[src/rtl/vend_fsm_multi_pkg.sv]
// Shared types and constants for the multi-item vending controller.
package vend_pkg;

    typedef enum logic [1:0] {
        COLLECT  = 2'd0,
        READY    = 2'd1,
        DISPENSE = 2'd2,
        CHANGE   = 2'd3
    } vend_state_t;

    localparam int unsigned TEA    = 0;
    localparam int unsigned COKE   = 1;
    localparam int unsigned COFFEE = 2;
    localparam int unsigned MILK   = 3;

    localparam logic [7:0] PRICE_TEA    = 8'd10;
    localparam logic [7:0] PRICE_COKE   = 8'd15;
    localparam logic [7:0] PRICE_COFFEE = 8'd20;
    localparam logic [7:0] PRICE_MILK   = 8'd25;

    localparam logic [31:0] DEFAULT_PRICES = {PRICE_MILK, PRICE_COFFEE, PRICE_COKE, PRICE_TEA};

    localparam int unsigned PRICE_TABLE_W = 1024;

    // Smallest of n packed w-bit entries; evaluated at elaboration only.
    function automatic int unsigned min_price(input logic [PRICE_TABLE_W-1:0] price_bits,
                                              input int unsigned n,
                                              input int unsigned w);
        int unsigned m;
        logic [PRICE_TABLE_W-1:0] mask;
        m = 32'hFFFF_FFFF;
        mask = (PRICE_TABLE_W'(1) << w) - PRICE_TABLE_W'(1);
        for (int unsigned i = 0; i < n; i++) begin
            int unsigned p;
            p = 32'((price_bits >> (i * w)) & mask);
            if (p < m) m = p;
        end
        return m;
    endfunction

endpackage

[src/rtl/vend_fsm_multi_if.sv]
// Coin/selection/dispense bus between the front-end, the controller and the dispensers.
interface vend_fsm_multi_if #(
    parameter int unsigned N_DRINKS = 4,
    parameter int unsigned MONEY_W  = 8
);
    localparam int unsigned SEL_W = (N_DRINKS > 1) ? $clog2(N_DRINKS) : 1;

    logic               coin_valid;
    logic [MONEY_W-1:0] coin;
    logic               coin_ready;
    logic               coin_reject;
    logic               sel_valid;
    logic [SEL_W-1:0]   sel;
    logic               cancel;
    logic [MONEY_W-1:0] total_coin;
    logic [N_DRINKS-1:0] avail;
    logic               sel_err;
    logic               dispense_valid;
    logic [SEL_W-1:0]   dispense_id;
    logic               change_valid;
    logic [MONEY_W-1:0] change;

    modport master (
        output coin_valid, coin, sel_valid, sel, cancel,
        input  coin_ready, coin_reject, total_coin, avail, sel_err,
               dispense_valid, dispense_id, change_valid, change
    );

    modport slave (
        input  coin_valid, coin, sel_valid, sel, cancel,
        output coin_ready, coin_reject, total_coin, avail, sel_err,
               dispense_valid, dispense_id, change_valid, change
    );

endinterface

[src/rtl/vend_fsm_multi_price_table.sv]
// Combinational price comparators: affordability mask plus the price/affordability of the selected item.
module vend_price_table #(
    parameter int unsigned N_DRINKS = 4,
    parameter int unsigned MONEY_W  = 8,
    parameter logic [N_DRINKS*MONEY_W-1:0] PRICES = '0,
    localparam int unsigned SEL_W = (N_DRINKS > 1) ? $clog2(N_DRINKS) : 1
) (
    input  logic [MONEY_W-1:0]  total,
    input  logic [SEL_W-1:0]    sel,
    output logic [N_DRINKS-1:0] avail,
    output logic                sel_avail,
    output logic [MONEY_W-1:0]  sel_price
);
    localparam int unsigned N_SLOTS = 1 << SEL_W;

    // Indices past N_DRINKS decode to unaffordable, zero-priced slots.
    logic [N_SLOTS-1:0] avail_ext;
    logic [MONEY_W-1:0] price_ext [N_SLOTS];

    for (genvar i = 0; i < N_SLOTS; i++) begin : g_slot
        if (i < N_DRINKS) begin : g_item
            assign price_ext[i] = PRICES[i*MONEY_W +: MONEY_W];
            assign avail_ext[i] = (total >= price_ext[i]);
        end else begin : g_empty
            assign price_ext[i] = '0;
            assign avail_ext[i] = 1'b0;
        end
    end

    assign avail     = avail_ext[N_DRINKS-1:0];
    assign sel_avail = avail_ext[sel];
    assign sel_price = price_ext[sel];

endmodule

[src/rtl/vend_fsm_multi.sv]
// Multi-item vending controller: coin credit, selection, dispense and change refund.
// Define MULTI_BUY_EN to keep leftover credit for further purchases instead of refunding it.
module vend_fsm_multi
    import vend_pkg::*;
#(
    parameter int unsigned N_DRINKS   = 4,
    parameter int unsigned MONEY_W    = 8,
    parameter int unsigned MAX_CREDIT = 255,
    parameter logic [N_DRINKS*MONEY_W-1:0] PRICES = DEFAULT_PRICES
) (
    input  logic            clk,
    input  logic            reset,
    vend_fsm_multi_if.slave bus
);
    localparam int unsigned SEL_W = (N_DRINKS > 1) ? $clog2(N_DRINKS) : 1;
    localparam logic [PRICE_TABLE_W-1:0] PRICES_EXT = PRICE_TABLE_W'(PRICES);
    localparam logic [MONEY_W-1:0] MIN_PRICE = MONEY_W'(min_price(PRICES_EXT, N_DRINKS, MONEY_W));

    vend_state_t        state, state_nx;
    logic [MONEY_W-1:0] total, total_nx;
    logic [MONEY_W-1:0] change_q, change_nx;
    logic [SEL_W-1:0]   disp_id, disp_id_nx;
    logic               coin_reject_q, coin_reject_nx;
    logic               sel_err_q, sel_err_nx;

    logic               coin_ready;
    logic               coin_take;
    logic               coin_fits;
    logic [MONEY_W:0]   coin_sum;
    logic [MONEY_W-1:0] coin_add;
    logic [N_DRINKS-1:0] avail;
    logic               sel_avail;
    logic [MONEY_W-1:0] sel_price;

    vend_price_table #(
        .N_DRINKS (N_DRINKS),
        .MONEY_W  (MONEY_W),
        .PRICES   (PRICES)
    ) u_price_table (
        .total     (total),
        .sel       (bus.sel),
        .avail     (avail),
        .sel_avail (sel_avail),
        .sel_price (sel_price)
    );

    assign coin_ready     = (state == COLLECT) || (state == READY);
    assign coin_take      = bus.coin_valid && coin_ready;
    assign coin_sum       = {1'b0, total} + {1'b0, bus.coin};
    assign coin_fits      = (coin_sum <= (MONEY_W+1)'(MAX_CREDIT));
    assign coin_add       = (coin_take && coin_fits) ? bus.coin : '0;
    assign coin_reject_nx = coin_take && !coin_fits;

    always_comb begin
        state_nx   = state;
        total_nx   = total;
        change_nx  = change_q;
        disp_id_nx = disp_id;
        sel_err_nx = 1'b0;
        case (state)
            COLLECT: begin
                total_nx = total + coin_add;
                if (bus.cancel && (total != '0)) begin
                    state_nx = CHANGE;
                end else begin
                    sel_err_nx = bus.sel_valid;
                    if (total >= MIN_PRICE) state_nx = READY;
                end
            end
            READY: begin
                total_nx = total + coin_add;
                if (bus.cancel) begin
                    state_nx = CHANGE;
                end else if (bus.sel_valid) begin
                    // Affordability uses the pre-coin credit; the same-cycle coin still lands.
                    if (sel_avail) begin
                        total_nx   = total + coin_add - sel_price;
                        disp_id_nx = bus.sel;
                        state_nx   = DISPENSE;
                    end else begin
                        sel_err_nx = 1'b1;
                    end
                end
            end
            DISPENSE: begin
`ifdef MULTI_BUY_EN
                state_nx = (total >= MIN_PRICE) ? READY : COLLECT;
`else
                state_nx = (total != '0) ? CHANGE : COLLECT;
`endif
            end
            CHANGE: begin
                total_nx = '0;
                state_nx = COLLECT;
            end
            default: state_nx = COLLECT;
        endcase
        // Refund amount is captured on entry so it is valid alongside change_valid.
        if ((state_nx == CHANGE) && (state != CHANGE)) change_nx = total_nx;
    end

    always_ff @(posedge clk) begin
        if (!reset) begin
            state         <= COLLECT;
            total         <= '0;
            change_q      <= '0;
            disp_id       <= '0;
            coin_reject_q <= 1'b0;
            sel_err_q     <= 1'b0;
        end else begin
            state         <= state_nx;
            total         <= total_nx;
            change_q      <= change_nx;
            disp_id       <= disp_id_nx;
            coin_reject_q <= coin_reject_nx;
            sel_err_q     <= sel_err_nx;
        end
    end

    assign bus.coin_ready     = coin_ready;
    assign bus.coin_reject    = coin_reject_q;
    assign bus.total_coin     = total;
    assign bus.avail          = avail;
    assign bus.sel_err        = sel_err_q;
    assign bus.dispense_valid = (state == DISPENSE);
    assign bus.dispense_id    = disp_id;
    assign bus.change_valid   = (state == CHANGE);
    assign bus.change         = change_q;

endmodule

[src/flat_wrapper.sv]
// flat-port wrapper written by rule: the top's interface ports become plain ports
module vend_fsm_multi_flat import vend_pkg::*;
#(
    parameter int unsigned N_DRINKS   = 4,
    parameter int unsigned MONEY_W    = 8,
    parameter int unsigned MAX_CREDIT = 255,
    parameter logic [N_DRINKS*MONEY_W-1:0] PRICES = DEFAULT_PRICES
)
  (clk, reset, bus_coin_valid, bus_coin, bus_sel_valid, bus_sel, bus_cancel, bus_coin_ready, bus_coin_reject, bus_total_coin, bus_avail, bus_sel_err, bus_dispense_valid, bus_dispense_id, bus_change_valid, bus_change);
  vend_fsm_multi_if #(.N_DRINKS(N_DRINKS), .MONEY_W(MONEY_W)) bus_i ();
  input  logic clk;
  input  logic reset;
  input wire logic [$bits(bus_i.coin_valid)-1:0] bus_coin_valid;
  input wire logic [$bits(bus_i.coin)-1:0] bus_coin;
  input wire logic [$bits(bus_i.sel_valid)-1:0] bus_sel_valid;
  input wire logic [$bits(bus_i.sel)-1:0] bus_sel;
  input wire logic [$bits(bus_i.cancel)-1:0] bus_cancel;
  output wire logic [$bits(bus_i.coin_ready)-1:0] bus_coin_ready;
  output wire logic [$bits(bus_i.coin_reject)-1:0] bus_coin_reject;
  output wire logic [$bits(bus_i.total_coin)-1:0] bus_total_coin;
  output wire logic [$bits(bus_i.avail)-1:0] bus_avail;
  output wire logic [$bits(bus_i.sel_err)-1:0] bus_sel_err;
  output wire logic [$bits(bus_i.dispense_valid)-1:0] bus_dispense_valid;
  output wire logic [$bits(bus_i.dispense_id)-1:0] bus_dispense_id;
  output wire logic [$bits(bus_i.change_valid)-1:0] bus_change_valid;
  output wire logic [$bits(bus_i.change)-1:0] bus_change;
  assign bus_i.coin_valid = bus_coin_valid;
  assign bus_i.coin = bus_coin;
  assign bus_i.sel_valid = bus_sel_valid;
  assign bus_i.sel = bus_sel;
  assign bus_i.cancel = bus_cancel;
  assign bus_coin_ready = bus_i.coin_ready;
  assign bus_coin_reject = bus_i.coin_reject;
  assign bus_total_coin = bus_i.total_coin;
  assign bus_avail = bus_i.avail;
  assign bus_sel_err = bus_i.sel_err;
  assign bus_dispense_valid = bus_i.dispense_valid;
  assign bus_dispense_id = bus_i.dispense_id;
  assign bus_change_valid = bus_i.change_valid;
  assign bus_change = bus_i.change;
  vend_fsm_multi #(.N_DRINKS(N_DRINKS), .MONEY_W(MONEY_W), .MAX_CREDIT(MAX_CREDIT), .PRICES(PRICES)) u_core (.clk(clk), .reset(reset), .bus(bus_i));
endmodule
[config.mk]
export PLATFORM = sky130hd
export DESIGN_NAME = vend_fsm_multi_flat
export DESIGN_NICKNAME = d
export VERILOG_FILES = /design/src/rtl/vend_fsm_multi_pkg.sv /design/src/rtl/vend_fsm_multi_if.sv /design/src/rtl/vend_fsm_multi_price_table.sv /design/src/rtl/vend_fsm_multi.sv /design/src/flat_wrapper.sv
export SDC_FILE = /design/constraint.sdc
export NUM_CORES = 1
export LEC_CHECK = 0
export ABC_AREA = 1
export BUFFER_PORTS_ARGS = -buffer_cell sky130_fd_sc_hd__buf_2
export CORE_ASPECT_RATIO = 0.9
export CORE_MARGIN = 1
export CORE_UTILIZATION = 45
export DETAILED_ROUTE_END_ITERATION = 6
export GPL_ROUTABILITY_DRIVEN = 0
export PLACE_DENSITY_LB_ADDON = 0.25
export SETUP_SLACK_MARGIN = 0.1
export SLEW_MARGIN = 20
export SYNTH_ARGS = -nofsm -noshare
export SYNTH_HDL_FRONTEND = slang
export SYNTH_SLANG_ARGS = --single-unit
[constraint.sdc]
create_clock -name clk -period 6.35 [get_ports clk]
set_input_delay 1.905 -clock clk [delete_from_list [all_inputs] [get_ports clk]]
set_output_delay 1.905 -clock clk [all_outputs]
set_load 0.005 [all_outputs]
## Yosys cells after proc, flatten, opt, wreduce, memory -nomap -nowiden

Index checks and enable logic that the tools add are counted.

- Flip-flop bits (word level): 22
- Bits of input ports: 15
- Logic and storage cells: 55

- $add $sub $neg: 3
- Magnitude comparators: 7
- Eq/ne operators: 5
- Muxes and demuxes: 22
- Bitwise logic cells: 2
- Reduce and logical (&&, ||, !) cells: 10

Operators with widths:

| kind | number |
|---|---|
| $mux W8 | 6 |
| $pmux W8 S3 | 1 |
| $bmux W8 S2 | 1 |
| $ge A8 B4 Y1 const B | 2 |
| $ge A8 B5 Y1 const B | 2 |
| $mux W2 | 6 |
| $add A8 B8 Y9 | 1 |
| $le A9 B8 Y1 const B | 1 |
| $add A8 B8 Y8 | 1 |
| $pmux W2 S4 | 1 |
| $reduce_bool A8 Y1 | 1 |
| $sub A8 B8 Y8 | 1 |
| $eq A2 B2 Y1 const B | 3 |
| $logic_and A1 B1 Y1 | 5 |
| $mux W1 | 5 |
| $reduce_and A4 Y1 | 1 |
| $ge A3 B3 Y1 const B | 1 |
| $lt A2 B3 Y1 const B | 1 |
| $not A2 Y3 | 1 |
| $bmux W1 S2 | 1 |
| $eq A2 B1 Y1 const B | 1 |
| $logic_not A2 Y1 | 1 |
| $ne A2 B2 Y1 const B | 1 |
| $pmux W1 S2 | 1 |
| other kinds (3) | 3 |

## Longest topological paths before layout

Gate-level depths: netlist of the first run.

- Depth in word-level cells: 11
- Gate-level depth with buffers: 30

## Hierarchy

Synthesis of the first run repeated with hierarchy kept, for this count alone.

- Cell total of the unflattened synthesis: 345
- Area, all modules: 2144.6 µm²

Modules (own cells, without submodules):

| module | times used | cells an instance | area each (µm²) | seq. area each (µm²) |
|---|---|---|---|---|
| vend_fsm_multi | 1 | 301 | 1921.8 | 440.4 |
| vend_price_table | 1 | 44 | 222.7 | 0.0 |

## Worst setup path after synthesis of the first run

Ideal clock, no wire load.

- Path type: input to register
- Start point: in bus_coin[0]
- End point: reg u_core.change_q[7] (netlist: u_core.bus.change[7])
- Setup time: 109 ps
- Arrival time: 5205 ps
- Data required time: 6241 ps
- Setup slack: 1036 ps
- Stages: 29
- Buffers on the path: 0
- Cell sequence: ha_1 fa_1 nand3_1 nand2_1 nand2_1 nand2_1 nor2_1 inv_1 nor2_1 ha_1 inv_1 fa_1 inv_1 a31o_2 xor2_1 inv_1 ha_1 nand2_1 inv_1 nand2_1 nand3_1 nor2_1 nand3_1 nor2_1 nand3_1 nand3_1 nand3_1 nand2_1 inv_1

- Word-level cells in the longest chain between the ends: 10

Ends and longest elaborated chain:

| element | RTL line | source |
|---|---|---|
| from (decl) | flat_wrapper.sv:14 | `input wire logic [$bits(bus_i.coin)-1:0] bus_coin;` |
| $add A8 B8 Y9 | vend_fsm_multi.sv:49 | `assign coin_sum = {1'b0, total} + {1'b0, bus.coin};` |
| $le A9 B8 Y1 | vend_fsm_multi.sv:50 | `assign coin_fits = (coin_sum <= (MONEY_W+1)'(MAX_CREDIT));` |
| $logic_and A1 B1 Y1 | vend_fsm_multi.sv:51 | `assign coin_add = (coin_take && coin_fits) ? bus.coin : '0;` |
| $mux W8 * | vend_fsm_multi.sv:51 |  |
| $add A8 B8 Y8 * | vend_fsm_multi.sv:62, vend_fsm_multi.sv:71, vend_fsm_multi.sv:77 |  |
| $sub A8 B8 Y8 | vend_fsm_multi.sv:77 | `total_nx = total + coin_add - sel_price;` |
| $mux W8 | vend_fsm_multi.sv:76 | `if (sel_avail) begin` |
| $mux W8 | vend_fsm_multi.sv:74 | `end else if (bus.sel_valid) begin` |
| $mux W8 | vend_fsm_multi.sv:72 | `if (bus.cancel) begin` |
| $pmux W8 S3 * | vend_fsm_multi.sv:60 | `case (state)` |
| to (signal assigned) | vend_fsm_multi.sv:113 | `change_q <= change_nx;` |
| to (decl) | vend_fsm_multi.sv:21 | `logic [MONEY_W-1:0] change_q, change_nx;` |

Mark *: on every way between the ends. The rest lies on a longest branch, timed or not.
A chain may end at the register's enable or synchronous reset.

## Worst setup path after layout of the first run

Ends and elaborated chain as after synthesis.

==> impl_metrics.csv, run 1 <==
group,metric,value,unit
outcome,status,"finished, final reports clean",
pwr,p_per_area,502,nW/um2
yosys,synth_area,2070,um2
grt,grt_overflow,0,
yosys,ys.flop_type,"dfxtp_1",
placement,dp_hpwl,4150,um
detailed_routing,vias,2121,
floorplanning,rows,22,
hold_path,hp-class,"flop to flop",
yosys,synthMuxAreaShare,0,%
worst_setup_path,crit_top_cell,"nand3_1",
yosys,synthSimpleGateAreaFrac,35.9,%
detailed_routing,first_pass_iters,4,
floorplanning,chipHeight,66.3,um
clock_network,post_cts_resized,0,
sta,fin_worst_skew,4.50,ps
clock_network,clock_path_buffers,2,
worst_setup_path,end_kind,"flop",
grt,grt_pass1_wl,8730,um
floorplanning,ios,42,
grt,grt_max_degree,16,
pwr,p_leak,0.00140,uW
detailed_routing,ant_nets,0,
yosys,yosysWarnings,0,
floorplanning,start_util,48.7,%
clock_network,cts_buffers,3,
yosys,async_flop_share,0,%
pwr,ir_drop,0.412,mV
pwr,finalPower,1200,uW
layout,drive_gt1_share,17.3,%
yosys,synth_top_family_by_area,"simple AND/OR/NAND/NOR gates",
layout,antenna_cells,0,
yosys,synth_xor_area_share,2.97,%
worst_setup_path,crit_fanout,6,
worst_setup_path,cp_slowest_stage_delay,390,ps
sta,post-route-min-period,5610,ps
placement,dpl_cell_area,2340,um2
layout,area_growth,15.4,%
sta,timing_hold_violations_final,0,
detailed_routing,wl,5110,um
layout,fin_util,56.2,%
floorplanning,die-area,4870,um2
floorplanning,die_w,73.4,um
sta,period_share,88.3,%
clock_network,clock-root-buffer,"clkbuf_8",
yosys,ys_ff_latch,22,
yosys,synthDistinctLibCells,30,
yosys,syn_nets,367,
sta,rsz0062_at_grt,"no",
sta,tightest_slew,559,ps
yosys,ys_seq_area_share,21.3,%
placement,port_buffers,41,
clock_network,clk-insertion-delay-late,260,ps
detailed_routing,drtIter0Drc,81,
worst_setup_path,cp-start-kind,"primary input",
layout,fin_nets,412,
yosys,synth_fa_ha_area_share,15.6,%
grt,antenna_found_initial,0,
clock_network,clock_sink_count,22,
layout,finalInstanceArea,2380,um2
sta,drv_slew,0,
worst_setup_path,critPathRequiredTime,6510,ps
sta,setup_viol,0,
sta,tns,0,ps
worst_setup_path,cp.arrival,5770,ps
yosys,netlist_instances,328,
run,maxCapViolCount,0,
detailed_routing,vias_per_cell,4.92,
yosys,synth-compound-area-share,12.8,%
sta,maxSlewHeadroom,62.7,%
yosys,syn_avg_cell_area,6.30,um2
worst_setup_path,critPathKind,"primary input to flop",
worst_setup_path,slowest_stage,"fa_1",
clock_network,htree_levels,1,
grt,gr-usage-all-layers,23.5,%
clock_network,clk_pin_slew_worst_paths,70,ps
detailed_routing,remaining_drc_errors,0,
detailed_routing,routedWlPerCell,11.9,um
yosys,synth_edf_count,0,
clock_network,post-cts-setup-buffer-count,0,
sta,max_freq,0.178,GHz
clock_network,cts_tree,"built",
grt,grt_pass1_vias,1964,
sta,fin_hold_ws,478,ps
floorplanning,core,4240,um2
clock_network,cts_hold_buf,0,
[sequential cells by signal, summed over array words and instances, names as in the netlist]
| register | cells |
|---|---|
| u_core.bus.coin_reject | 1 |
| u_core.state | 2 |
| u_core.bus.dispense_id | 2 |
| u_core.bus.total_coin | 8 |
| u_core.bus.sel_err | 1 |
| u_core.bus.change | 8 |
[synth_stat cells, drive strengths merged (2+ instances only)]
master  count  area share [%]
nand4       7             2.1
ha         21              13
o21bai      2            0.73
a31oi       3            0.91
inv        58              11
a21oi      21             6.0
nand3      23             6.7
nor2       39             8.1
nand2      98              18
xnor2       3             1.3
o211ai      4             1.5
dfxtp      22              21
xor2        4             1.7
o21ai      11             2.8
clkinv      4            0.73
fa          3             2.9
[metal layers]
metal	GRT usage, %	wire length (um)
met4	3.61	27
met3	4.57	251
met2	40.9	2340
met1	30.4	2490
met5	0	0
[stage by stage]
stage / worst slack (ps) / instances
6_report: 741 / 431
5_1_grt: 306 / 431
4_1_cts: 737 / 431
3_5_place_dp: 505 / 428
3_3_place_gp: 706 / 428
2_1_floorplan: 1040 / 328
[worst paths after layout]
check / from / end / slack (ps) / cells after the start
min: u_core.bus.change[3] / u_core.bus.change[3] / 480 / 2
min reg2reg: u_core.bus.change[3] / u_core.bus.change[3] / 480 / 2
max reg2reg: u_core.bus.total_coin[0] / u_core.bus.change[7] / 2040 / 27
max: bus_coin[0] / u_core.bus.change[7] / 740 / 28
[logic make-up after synthesis]
kind of cell / after synthesis
AND/OR/NAND/NOR: 169
AO/OA/AOI/OAI: 43
adder cells (fa/ha/maj): 24
flip-flops: 22
XOR/XNOR: 7
buffers and inverters: 63
[final cells by class]
cell class                 instances  area, um2
clock buffer                       3       41.3
multi-input combinational        243       1390
inverter                          62        233
sequential                        22        440
fill                             464       1860
tap                               60       75.1
timing repair buffer              41        205
[worst max-delay path, delay by kind of cell]
family / cells / cell delay [ps]
compound gates: 2 / 310
xor+xnor: 1 / 180
fa+ha+maj: 5 / 1450
buf+inv: 6 / 540
simple gates: 14 / 1400
[cells in the final DEF, fill, tap and decap left out, types with 3 or more instances in the layout]
master	count
a21oi_1	16
a21oi_2	5
a31oi_1	3
buf_2	41
clkbuf_8	3
clkinv_1	4
dfxtp_1	22
fa_1	3
ha_1	21
inv_1	56
nand2_1	94
nand2_2	4
nand3_1	20
nand4_1	7
nor2_1	36
o211ai_1	4
o21ai_0	4
o21ai_1	6
xnor2_1	3
xor2_1	4
[power by group]
| group | switching, uW | internal, uW |
|---|---|---|
| sequential | 66.7 | 189 |
| combinational | 536 | 319 |
| clock | 42.6 | 42.3 |
| total | 645 | 551 |
(Power assumes the default switching activity.)
==> inputs of run 2 (changes only) <==
ABC_AREA = default   (was 1)
==> run 2 against run 1 <==
Compared with the run above:
- power fell by 5.6%
- highest routed layer unchanged
- critical endpoint unchanged
- combinational power fell by 13%
- die area fell by 5.7%
- the flow now finishes with violations (design-rule violations)
- via count fell by 8.2%
==> impl_metrics.csv, run 2 <==
group,metric,value,unit
clock_network,cts_buffers,3,
layout,layout_commonest_cell,"buf_2",
floorplanning,core,4100,um2
pwr,power_switching_share,49.1,%
worst_setup_path,cp.arrival,6070,ps
outcome,status,"complete, but fails checks",
yosys,netlist_instances,236,
sta,fin_worst_skew,7.65,ps
clock_network,cts_tree,"built",
pwr,seqPwrFrac,25.1,%
yosys,async_flop_share,0,%
run,maxCapViolCount,0,
hold_path,hp-class,"flop to flop",
yosys,synth-compound-area-share,29.0,%
layout,area.sequential,440,um2
placement,dp_hpwl,3930,um
grt,grt_overflow,0,
yosys,ys_seq_area_share,22.7,%
pwr,ir_drop,0.278,mV
yosys,syn_avg_cell_area,8.24,um2
sta,tightest_slew,847,ps
pwr,p_leak,0.00103,uW
worst_setup_path,path_cells,"buf_2 > ha_1 > fa_1 > a211oi_2 > o21ai_1 > a21oi_2 > and2_1 > ha_1 > inv_1 > fa_1 > nor2b_2 > o21ai_0 > a21oi_2 > ha_1 > o2111ai_1 > nand3_1 > a2111o_1 > or3_4 > and2_4 > o311ai_2",
worst_setup_path,crit_top_cell,"ha_1",
sta,max_freq,0.170,GHz
layout,final_cell_mix,"buf_2, dfxtp_1, ha_1, nor2_1, nand2_1",
yosys,synthSimpleGateAreaFrac,22.3,%
grt,grt_max_degree,27,
yosys,synth_edf_count,0,
floorplanning,rows,22,
worst_setup_path,cp_slowest_stage_delay,410,ps
layout,drive_gt1_share,21.5,%
detailed_routing,remaining_drc_errors,4,
layout,fin_util,55.3,%
pwr,switching_power,555,uW
clock_network,clock_sink_count,22,
floorplanning,die_w,71.3,um
detailed_routing,drtIter0Drc,92,
layout,antenna_cells,0,
yosys,synth_fa_ha_area_share,16.6,%
layout,fillers,406,
yosys,ys_ff_latch,22,
grt,grt_pass1_vias,1777,
clock_network,clk-insertion-delay-late,270,ps
sta,drv_slew,0,
placement,port_buffers,41,
outcome,violations,"design-rule violations",
sta,fin_hold_ws,489,ps
worst_setup_path,cp-start-kind,"primary input",
yosys,synthMuxAreaShare,2.57,%
yosys,synthDistinctLibCells,54,
grt,antenna_found_initial,0,
worst_setup_path,end_kind,"flop",
pwr,p_int,574,uW
yosys,yosysTopAreaCellShare,22.7,%
clock_network,clk_pin_slew_worst_paths,80,ps
pwr,clkPwrFrac,9.0,%
clock_network,clock_path_buffers,2,
sta,maxSlewHeadroom,43.0,%
sta,setup_viol,0,
detailed_routing,vias_per_cell,6.03,
worst_setup_path,critPathKind,"primary input to flop",
pwr,p_comb_share,65.9,%
detailed_routing,wl,5000,um
floorplanning,die-area,4590,um2
sta,period_share,92.7,%
floorplanning,chipHeight,64.4,um
detailed_routing,first_pass_iters,6,
clock_network,clock-root-buffer,"clkbuf_8",
detailed_routing,vias,1948,
sta,timing_hold_violations_final,0,
worst_setup_path,critPathRequiredTime,6530,ps
yosys,netlist_top_cells_area,"dfxtp_1, ha_1, nor2b_1, o21ai_0, nor2_1",
floorplanning,start_util,47.4,%
yosys,synth_top_family_by_area,"compound AO/OA/AOI/OAI gates",
yosys,synth_top_area_cell,"dfxtp_1",
detailed_routing,ant_nets,0,
worst_setup_path,path_delay_family,"compound AO/OA/AOI/OAI gates",
clock_network,htree_levels,1,
yosys,yosysMostFrequentCell,"dfxtp_1",
worst_setup_path,slowest_stage,"fa_1",
sta,tns,0,ps
yosys,syn_nets,275,
worst_setup_path,crit_fanout,3,
worst_setup_path,cp_num_buf_inv,2,
layout,fin_nets,315,
yosys,synth_common_cells,"dfxtp_1, ha_1, nor2_1, nand2_1, o21ai_0",
grt,gr-usage-all-layers,22.9,%
floorplanning,ios,42,
sta,rsz0062_at_grt,"no",
sta,post-route-min-period,5890,ps
yosys,synth_area,1940,um2
detailed_routing,routedWlPerCell,15.5,um
layout,area_growth,16.6,%
grt,grt_pass1_wl,8370,um
pwr,p_per_area,498,nW/um2
layout,multiInputGateArea,1450,um2
yosys,ys.flop_type,"dfxtp_1",
yosys,yosysWarnings,0,
yosys,synth_xor_area_share,3.15,%
==> run 2: cell types whose count changed after synthesis, sizes merged, moves of 7 or more <==
| cell | before | now |
|---|---|---|
| and2 | 0 | 11 |
| nand2 | 98 | 16 |
| nor2 | 39 | 19 |
| nand3 | 23 | 6 |
| nor2b | 0 | 12 |
| clkbuf | 0 | 8 |
| inv | 58 | 10 |
| a21oi | 21 | 14 |
| o21ai | 11 | 20 |
==> run 2: path summary, 6_finish.rpt <==
kind	start	endpoint	slack (ps)	cells past startpoint
setup reg to reg	u_core.bus.total_coin[0]	u_core.bus.change[7]	1740	19
hold / removal	u_core.bus.dispense_id[1]	u_core.bus.dispense_id[1]	490	2
hold reg to reg	u_core.bus.dispense_id[1]	u_core.bus.dispense_id[1]	490	2
setup / recovery	bus_coin[0]	u_core.bus.change[7]	460	20
==> run 2: tightest hold or removal path: stages (launching register included) <==
cell      delay (ps)
dfxtp_1          310
o21ai_0           60
a21boi_0          70
==> run 2: layer usage <==
layer  up-vias  track usage (%)  wire, um  part of all wire, %
li1        967                -         -                    -
met1       900             32.5      2500                   50
met2        69             36.5      2200                   44
met3        12             3.47       242                  4.8
met4         0             5.00        56                  1.1
met5         -                0         0                    0
==> run 2: metrics by stage <==
| step | setup slack [ps] | total power (uW) | std cells | cell area (um2) |
|---|---|---|---|---|
| 3_5_place_dp | 56.6 | 1010 | 319 | 2200 |
| 4_1_cts | 330 | 1110 | 323 | 2250 |
| 6_report | 464 | 1130 | 323 | 2270 |
| 2_1_floorplan | 398 | 783 | 236 | 1940 |
| 5_1_grt | 125 | 1230 | 323 | 2270 |
| 3_3_place_gp | 310 | 999 | 319 | 2200 |
==> run 2: layout make-up <==
type / instances / area share (%)
Clock buffer: 4 / 2.43
Inverter: 10 / 1.66
Multi-Input combinational cell: 195 / 63.8
Sequential cell: 22 / 19.4
Tap cell: 48 / 2.65
Timing Repair Buffer: 44 / 10.0
==> run 2: logic make-up after synthesis <==
kind of cell,count (synthesis)
and+or+nand+nor,83
AOI/OAI and AO/OA,76
adders and majority gates,24
DFF,22
buffers and inverters,19
xor gates and xnor gates,7
muxes,5
==> run 2: power groups by stage <==
stage                     Sequential [uW]  Combinational, uW  Clock, uW
after floorplan                       241                542          0
after global placement                283                715          0
after detailed placement              285                724          0
after CTS                             282                729        103
after global routing                  293                832        108
final                                 284                744        101
==> run 2: timing repair <==
action / CTS / global route
buffers inserted: 0 / 0
hold buffers: 0 / 0
endpoints found under the setup margin: 0 / 2
gates resized for setup: 0 / 4
endpoints found under the hold margin: 0 / 0
==> inputs of run 3 (changes only) <==
PLACE_DENSITY = 0.67   (was default)
PLACE_DENSITY_LB_ADDON = default   (was 0.25)
RECOVER_POWER = 25   (was default)
==> run 3 against run 2 <==
Compared with the run above:
- the run still ends with design-rule violations left
- non-clock buffer count shrank 1
- final area shrank 1.0%
- global-route usage is essentially flat
- core utilization shrank 0.58 points
- wire length shrank 2.2%
- worst hold slack lost 6.0 ps
- critical path type unchanged
==> impl_metrics.csv, run 3 (synthesis results as in run 2) <==
group,metric,value,unit
layout,finalInstanceArea,2240,um2
clock_network,clk_pin_slew_worst_paths,80,ps
floorplanning,ios,42,
floorplanning,chipHeight,64.4,um
placement,port_buffers,41,
outcome,status,"complete, but fails checks",
clock_network,cts_hold_buf,0,
sta,rsz0062_at_grt,"no",
sta,post-route-min-period,5910,ps
grt,gr-usage-all-layers,22.9,%
worst_setup_path,crit_end,"u_core.bus.change[7]",
grt,grt_busiest_layer,"met2",
sta,fin_worst_skew,2.83,ps
grt,grt_pass1_wl,8280,um
detailed_routing,drtIter0Drc,108,
detailed_routing,vias_per_cell,5.89,
worst_setup_path,end_kind,"flop",
layout,antenna_cells,0,
grt,grt_use_met1,32.4,%
clock_network,htree_levels,1,
sta,maxSlewHeadroom,47.2,%
detailed_routing,remaining_drc_errors,3,
floorplanning,die-area,4590,um2
grt,grt_max_degree,27,
placement,dpl_cell_area,2190,um2
layout,fin_nets,314,
layout,area_growth,15.4,%
sta,tns,0,ps
worst_setup_path,crit_fanout,4,
floorplanning,core,4100,um2
clock_network,clock-root-buffer,"clkbuf_8",
run,maxCapViolCount,0,
worst_setup_path,reg2reg_depth,19,
grt,use_met2,36.2,%
sta,max_freq,0.169,GHz
hold_path,hp-class,"flop to flop",
detailed_routing,ant_nets,0,
layout,drive_gt1_share,18.2,%
worst_setup_path,r2r_start,"u_core.bus.total_coin[0]",
clock_network,clock_path_buffers,2,
layout,final_cell_mix,"buf_2, dfxtp_1, ha_1, nor2_1, nand2_1",
hold_path,hold_depth,2,
sta,tightest_slew,785,ps
worst_setup_path,critPathKind,"primary input to flop",
pwr,p_leak,0.000998,uW
placement,dp_hpwl,3800,um
worst_setup_path,r2r_end,"u_core.bus.change[7]",
worst_setup_path,cp.arrival,6080,ps
floorplanning,rows,22,
clock_network,clk-insertion-delay-late,260,ps
detailed_routing,vias,1897,
worst_setup_path,rrSetupSlack,1690,ps
sta,setup_viol,0,
layout,layout_commonest_cell,"buf_2",
detailed_routing,wl,4880,um
detailed_routing,routedWlPerCell,15.2,um
pwr,p_per_area,492,nW/um2
clock_network,clock_sink_count,22,
worst_setup_path,cp-start-kind,"primary input",
floorplanning,start_util,47.4,%
sta,period_share,93.0,%
worst_setup_path,critPathRequiredTime,6530,ps
grt,grt_use_met3,3.79,%
detailed_routing,first_pass_iters,7,
sta,timing_hold_violations_final,0,
clock_network,cts_buffers,3,
sta,drv_slew,0,
floorplanning,die_w,71.3,um
grt,antenna_found_initial,0,
worst_setup_path,crit_start,"bus_coin[0]",
outcome,violations,"design-rule violations",
pwr,ir_drop,0.215,mV
grt,grt_overflow,0,
grt,grt_pass1_vias,1740,
clock_network,cts_tree,"built",
## run 3: final cells by class
class	count	area, um2
fillers	393	1860
multi-input cells	195	1440
flip-flops and latches	22	440
repair buffers	43	213
well taps	48	60.1
clock buffers	4	55.1
inverters	10	37.5
## run 3: power breakdown
part	internal, uW	switching, uW	total (uW)
logic	322	398	720
clock network	55.3	45.9	101
registers	187	95.1	283
total	565	539	1100
## run 3: critical path: stages
cell and delay (ps):
buf_2 100, ha_1 180, fa_1 360, a211oi_1 240, o21ai_1 120, a21oi_1 200, and2_1 160, ha_1 190
inv_1 70, fa_1 420, nor2b_2 190, o21ai_0 120, a21oi_2 230, ha_1 290, a21oi_1 140, nand3_1 110
a2111o_1 320, or3_4 340, and2_4 150, o311ai_2 230
## run 3: per-stage QoR
step                util (%)  power, uW  instances  hold slack, ps  setup slack [ps]
global route            54.7       1220        322             525               130
CTS                     54.7       1100        322             484               320
floorplan                  -        783        236             474               398
global placement        53.4        997        318             475               297
finish                  54.7       1100        322             483               443
detailed placement      53.4        999        318             472              50.5
## run 3: repair_timing
| item | in CTS | in global routing |
|---|---|---|
| buffers inserted | 0 | 0 |
| resized for setup | 0 | 2 |
| endpoints found under the setup margin | 0 | 2 |
## run 3: worst min path at each step
stage	start	end	slack [ps]
6_report	u_core.bus.dispense_id[1]	u_core.bus.dispense_id[1]	480
3_5_place_dp	u_core.bus.dispense_id[1]	u_core.bus.dispense_id[1]	470
2_1_floorplan	u_core.bus.dispense_id[0]	u_core.bus.dispense_id[0]	470
5_1_grt	u_core.bus.dispense_id[1]	u_core.bus.dispense_id[1]	530
3_3_place_gp	u_core.bus.dispense_id[0]	u_core.bus.dispense_id[0]	470
4_1_cts	u_core.bus.dispense_id[1]	u_core.bus.dispense_id[1]	480
## run 3: metal layers
| layer | vias up | routed length (um) |
|---|---|---|
| met5 | - | 0 |
| met4 | 0 | 54 |
| met3 | 9 | 196 |
| met2 | 47 | 2180 |
| met1 | 888 | 2460 |
| li1 | 953 | - |
